**src/rtl/fetch_queue_pkg.sv**
```systemverilog
// fetch_queue_pkg
//   Shared ISA widths used to default the fetch queue parameters, plus a
//   small helper used to size queue pointers.
//   No ports (package).
package fetch_queue_pkg;

   // Shared ISA definitions
   localparam int LEN_ADDRESS     = 32;
   localparam int LEN_INSTRUCTION = 32;

   // Pointer width for a power-of-two queue depth
   function automatic int ptr_w(input int depth);
      return $clog2(depth);
   endfunction

endpackage : fetch_queue_pkg

```
**src/rtl/fetch_queue_mem.sv**
```systemverilog
// fetch_queue_mem
//   Entry storage for the fetch queue: DEPTH x WIDTH register array with one
//   synchronous write port and one asynchronous (combinational) read port.
//   Ports:
//     clk     - rising-edge clock
//     i_we    - write enable
//     i_waddr - write index
//     i_wdata - write data
//     i_raddr - read index
//     o_rdata - read data (combinational from i_raddr)
//   Storage carries no reset; validity is tracked by the controller.
module fetch_queue_mem
   import fetch_queue_pkg::*;
#(
   parameter int DEPTH = 4,
   parameter int WIDTH = 64,
   localparam int AW   = ptr_w(DEPTH)
) (
   input  logic             clk,
   input  logic             i_we,
   input  logic [AW-1:0]    i_waddr,
   input  logic [WIDTH-1:0] i_wdata,
   input  logic [AW-1:0]    i_raddr,
   output logic [WIDTH-1:0] o_rdata
);

   logic [WIDTH-1:0] r_mem [DEPTH];

   always_ff @(posedge clk) begin
      if (i_we) begin
         r_mem[i_waddr] <= i_wdata;
      end
   end

   assign o_rdata = r_mem[i_raddr];

endmodule : fetch_queue_mem

```
**src/rtl/fetch_queue.sv**
```systemverilog
// fetch_queue
//   Instruction fetch queue. Generates sequential fetch addresses to a
//   combinational instruction memory and buffers {pc+PC_STEP, instruction}
//   pairs for the consumer. Supports freeze (consumer stall), flush and
//   branch redirect.
//   Ports:
//     clk             - rising-edge clock
//     rst             - asynchronous active-high reset
//     freeze          - consumer stall; head not popped while high
//     flush           - discard all queued entries (fetch_pc held)
//     is_branch       - redirect fetch to branch_address, clears queue
//     branch_address  - branch target
//     imem_addr       - current fetch address
//     imem_rdata      - instruction at imem_addr (same cycle)
//     out_valid       - head entry present
//     out_pc          - head fetch address + PC_STEP (0 when empty)
//     out_instruction - head instruction (0 when empty)
//     count           - occupancy
//     full            - count == DEPTH
module fetch_queue
   import fetch_queue_pkg::*;
#(
   parameter int ADDR_W  = LEN_ADDRESS,
   parameter int INSTR_W = LEN_INSTRUCTION,
   parameter int DEPTH   = 4,
   parameter int PC_STEP = 4
) (
   input  logic                   clk,
   input  logic                   rst,
   input  logic                   freeze,
   input  logic                   flush,
   input  logic                   is_branch,
   input  logic [ADDR_W-1:0]      branch_address,
   output logic [ADDR_W-1:0]      imem_addr,
   input  logic [INSTR_W-1:0]     imem_rdata,
   output logic                   out_valid,
   output logic [ADDR_W-1:0]      out_pc,
   output logic [INSTR_W-1:0]     out_instruction,
   output logic [$clog2(DEPTH):0] count,
   output logic                   full
);

   localparam int PTR_W = ptr_w(DEPTH);
   localparam int CNT_W = PTR_W + 1;
   localparam int ENT_W = ADDR_W + INSTR_W;

   logic [ADDR_W-1:0] r_fetch_pc;
   logic [PTR_W-1:0]  r_rd_ptr;
   logic [PTR_W-1:0]  r_wr_ptr;
   logic [CNT_W-1:0]  r_count;

   logic              w_valid;
   logic              w_full;
   logic              w_redirect;
   logic              w_pop;
   logic              w_push;
   logic [ADDR_W-1:0] w_next_seq_pc;
   logic [ENT_W-1:0]  w_wdata;
   logic [ENT_W-1:0]  w_rdata;

   assign w_valid    = (r_count != '0);
   assign w_full     = (r_count == CNT_W'(DEPTH));
   // Flush and branch both empty the queue, so neither push nor pop happens
   assign w_redirect = flush | is_branch;
   assign w_pop      = w_valid & ~freeze & ~w_redirect;
   // A pop frees a slot in the same cycle, so a full queue can still accept
   assign w_push     = (~w_full | w_pop) & ~w_redirect;

   assign w_next_seq_pc = r_fetch_pc + ADDR_W'(PC_STEP);
   assign w_wdata       = {w_next_seq_pc, imem_rdata};

   // Fetch PC: branch beats sequential increment; flush alone holds it
   always_ff @(posedge clk or posedge rst) begin
      if (rst) begin
         r_fetch_pc <= '0;
      end else if (is_branch) begin
         r_fetch_pc <= branch_address;
      end else if (w_push) begin
         r_fetch_pc <= w_next_seq_pc;
      end
   end

   // Pointers and occupancy
   always_ff @(posedge clk or posedge rst) begin
      if (rst) begin
         r_rd_ptr <= '0;
         r_wr_ptr <= '0;
         r_count  <= '0;
      end else if (w_redirect) begin
         r_rd_ptr <= '0;
         r_wr_ptr <= '0;
         r_count  <= '0;
      end else begin
         if (w_push) begin
            r_wr_ptr <= r_wr_ptr + PTR_W'(1);
         end
         if (w_pop) begin
            r_rd_ptr <= r_rd_ptr + PTR_W'(1);
         end
         case ({w_push, w_pop})
            2'b10:   r_count <= r_count + CNT_W'(1);
            2'b01:   r_count <= r_count - CNT_W'(1);
            default: r_count <= r_count;
         endcase
      end
   end

   fetch_queue_mem #(
      .DEPTH (DEPTH),
      .WIDTH (ENT_W)
   ) u_mem (
      .clk     (clk),
      .i_we    (w_push),
      .i_waddr (r_wr_ptr),
      .i_wdata (w_wdata),
      .i_raddr (r_rd_ptr),
      .o_rdata (w_rdata)
   );

   assign imem_addr       = r_fetch_pc;
   assign out_valid       = w_valid;
   assign out_pc          = w_valid ? w_rdata[ENT_W-1 -: ADDR_W] : '0;
   assign out_instruction = w_valid ? w_rdata[INSTR_W-1:0]       : '0;
   assign count           = r_count;
   assign full            = w_full;

endmodule : fetch_queue

```
**config.mk**
```make
export PLATFORM = sky130hd
export DESIGN_NAME = fetch_queue
export DESIGN_NICKNAME = d
export VERILOG_FILES = /design/src/rtl/fetch_queue_pkg.sv /design/src/rtl/fetch_queue_mem.sv /design/src/rtl/fetch_queue.sv
export SDC_FILE = /design/constraint.sdc
export NUM_CORES = 1
export LEC_CHECK = 0
export CAP_MARGIN = 20
export CORE_ASPECT_RATIO = 0.9
export CORE_MARGIN = 3
export CORE_UTILIZATION = 30
export DETAILED_ROUTE_END_ITERATION = 6
export GPL_TIMING_DRIVEN = 1
export SLEW_MARGIN = 40
export SYNTH_ARGS = -nofsm -noshare
export SYNTH_HDL_FRONTEND = slang
export SYNTH_HIERARCHICAL = 1
export SYNTH_SLANG_ARGS = --single-unit
```
**constraint.sdc**
```tcl
create_clock -name clk -period 14.8 [get_ports clk]
set_clock_uncertainty 0.2 [all_clocks]
set_input_delay 1.48 -clock clk [delete_from_list [all_inputs] [get_ports clk]]
set_output_delay 1.48 -clock clk [all_outputs]
set_load 0.1 [all_outputs]
```
==> flow_metrics.py <==
metrics = {
    "synth": {
        "yosys.area.top_type": "edfxtp_1",
        "avgSynthCellArea_um2": 17.1,
        "synth_common_cells": "256 x edfxtp_1, 66 x and2_1, 60 x mux4_2",
        "synth-edff-count": 256,
        "async_reset_ff_frac": 0.132,
        "syn_nets": 795,
        "ys_warn_count": 6,
        "synth_area_leaders": "edfxtp_1 62%, mux4_2 11%, dfrtp_1 7.9%, and2_1 3.3%, xnor2_1 1.6%",
        "synth_seq_cells": 295,
        "mappedNetlistArea_mm2": 0.0124,
        "synthDistinctLibCells": 46,
        "postSynthCellCount": 723,
        "yosysTopAreaCellShare": 0.622,
        "synthFlopType": "edfxtp_1",
        "post-synth-top-count-cell": "edfxtp_1",
        "seq_area_frac_synth": 0.700,
    },
    "floorplan": {
        "fp.dieW_um": 220,
        "ios": 170,
        "die-height_um": 199,
        "core_mm2": 0.0401,
        "initial_core_util": 0.309,
        "row_count": 69,
        "die-area_mm2": 0.0437,
    },
    "sta": {
        "relSlewSlack": 0.440,
        "final-max-slew-violation-count": 0,
        "rsz0062_at_grt": "no",
        "max_freq_mhz": 213,
        "tightest_slew_ps": 833,
        "hold_viol_final": 0,
        "fin_crit_ps": 4690,
        "final.setup.tns_ps": 0,
        "finalCritPeriodShare": 0.317,
        "layout_setup_ws_ps": 10110,
        "finalSetupViolCount": 0,
    },
    "routing": {
        "wl_per_cell_um": 20.2,
        "drc": 0,
        "vias": 6981,
        "first_pass_iters": 5,
        "ant_nets": 0,
        "routed_wl_mm": 29.4,
        "drt-vias-per-instance": 4.80,
        "drt_iter0_drc": 512,
    },
    "critical_path": {
        "start_kind": "flop",
        "crit_fanout": 38,
        "slowest_delay_ps": 820,
        "cp_cell_sequence": "buf_6, mux4_1, and2_1, buf_2",
        "endpoint_kind": "output pin",
        "crit_required_ps": 13120,
        "slowest_stage": "dfrtp_4",
        "cp.arrival_ps": 3010,
        "criticalPathCategory": "reg -> out",
    },
    "clocking": {
        "cts_resized": 0,
        "cts_setup_buffers": 0,
        "cts-root-buf": "clkbuf_16",
        "htreeDepth": 2,
        "clock_latency_ps": 530,
        "cts_tree": "built",
        "cts_buffer_depth": 3,
        "clock_sinks": 295,
        "cts_made_buffers": 34,
        "clkTransAtPathRegs_ps": 60,
        "holdBufCountCts": 0,
    },
    "global_route": {
        "grt.total_usage": 0.135,
        "grt_max_degree": 68,
        "grt_pass1_vias": 7351,
        "grt_pass1_wl_mm": 44.7,
        "grt_overflow": 0,
        "antenna_found_initial": 2,
    },
    "placement": {
        "dpl_worst_slack_ps": 10150,
        "globalplace.congestion": 0.774,
        "dpl.hpwl_mm": 18.3,
        "numPortBuffers": 169,
        "dp.cells": 1395,
    },
    "run_status": {
        "status": "finished clean",
    },
    "flow_run": {
        "max-cap-violations": 0,
    },
    "final_layout": {
        "syn_to_final_growth_pct": 22.6,
        "n_antenna_cell": 0,
        "instances_no_fill": 1455,
        "drive_gt1_frac": 0.260,
        "nets": 971,
        "final-seq-area_mm2": 0.00867,
        "post-route-util": 0.378,
        "multi_input_area_mm2": 0.00342,
        "nFillCells": 3788,
    },
    "worst_hold_path": {
        "hp-class": "reg -> reg",
    },
    "power_and_ir_drop": {
        "vdd_drop_max_v": 0.0000655,
        "power-per-cell-area_mw_per_mm2": 136,
        "leakagePower_nw": 5.25,
        "p_total_w": 0.00207,
    },
}
[logic make-up after synthesis]
group / share of synthesized area
flip-flops: 0.700
AND/OR/NAND/NOR: 0.0947
multiplexers: 0.120
buffers and inverters: 0.0258
AO/OA/AOI/OAI: 0.0252
XOR/XNOR: 0.0305
adder cells (fa/ha/maj): 0.00304
[final cells by class]
class | instances | area share
multi-input cells | 377 | 0.225
well taps | 532 | 0.0439
flip-flops and latches | 295 | 0.572
clock inverters | 23 | 0.0115
clock buffers | 37 | 0.0583
inverters | 12 | 0.00314
repair buffers | 179 | 0.0858
[through the flow]
step,hold slack [ps],cell area (um^2)
2_1_floorplan,294,12400
3_3_place_gp,374,14500
3_5_place_dp,365,14100
4_1_cts,379,15200
5_1_grt,414,15200
6_report,375,15200
[critical path, delay by kind of cell (launching register included)]
kind / cells / cell delay [ps]
buffers and inverters: 2 / 850
flip-flops: 1 / 820
multiplexers: 1 / 640
AND/OR/NAND/NOR: 1 / 160
[report_power, final]
group / leakage [nW] / switching, W / internal, W
clock network: 0.513 / 0.000328 / 0.000467
registers: 2.81 / 0.0000228 / 0.000937
logic: 1.92 / 0.000242 / 0.0000690
[sequential cells by signal (all words and copies together) (netlist names)]
register and count:
r_wr_ptr 2, imem_addr 32, r_rd_ptr 2, count 3, u_mem/r_mem 256
[routing by layer]
metal	track usage	part of all wire	up-vias
li1	-	-	3134
met1	0.194	0.46	3536
met2	0.207	0.46	268
met3	0.0342	0.072	39
met4	0.0341	0.016	4
met5	0	0.00082	-
[final timing paths]
check,startpoint,to,slack (ps),cells after the start
max,r_rd_ptr[0]$_DFFE_PP0P_,out_pc[31],10110,4
min,imem_addr[1]$_DFFE_PP0P_,u_mem/r_mem[1][33]$_DFFE_PP_,380,0
max reg2reg,imem_addr[2]$_DFFE_PP0P_,u_mem/r_mem[0][62]$_DFFE_PP_,11450,5
min reg2reg,imem_addr[1]$_DFFE_PP0P_,u_mem/r_mem[1][33]$_DFFE_PP_,380,0
max in group asynchronous,rst,r_rd_ptr[0]$_DFFE_PP0P_,12720,2
min in group asynchronous,rst,imem_addr[1]$_DFFE_PP0P_,1180,2
[layout by cell type (no fill, tap or decap), types with 3 or more instances in the layout]
cell type and n:
ha_1 3, clkinv_2 8, buf_6 3, o21ai_0 22
nor3_1 13, and2_1 66, clkdlybuf4s50_1 67, buf_2 102
nor4_1 7, nand2_1 43, nand4_1 8, mux4_1 4
buf_4 5, a22oi_1 5, a221o_1 3, mux4_2 60
clkinv_1 7, inv_1 10, xnor2_1 23, nor2_1 24
a211o_1 4, clkinvlp_4 4, nand2b_1 6, xor2_1 20
nand3_1 17, nor2b_1 9, and3_1 6, a21oi_1 7
dfrtp_1 37, clkbuf_16 35, edfxtp_1 256
Power figures use the tool's default switching activity.
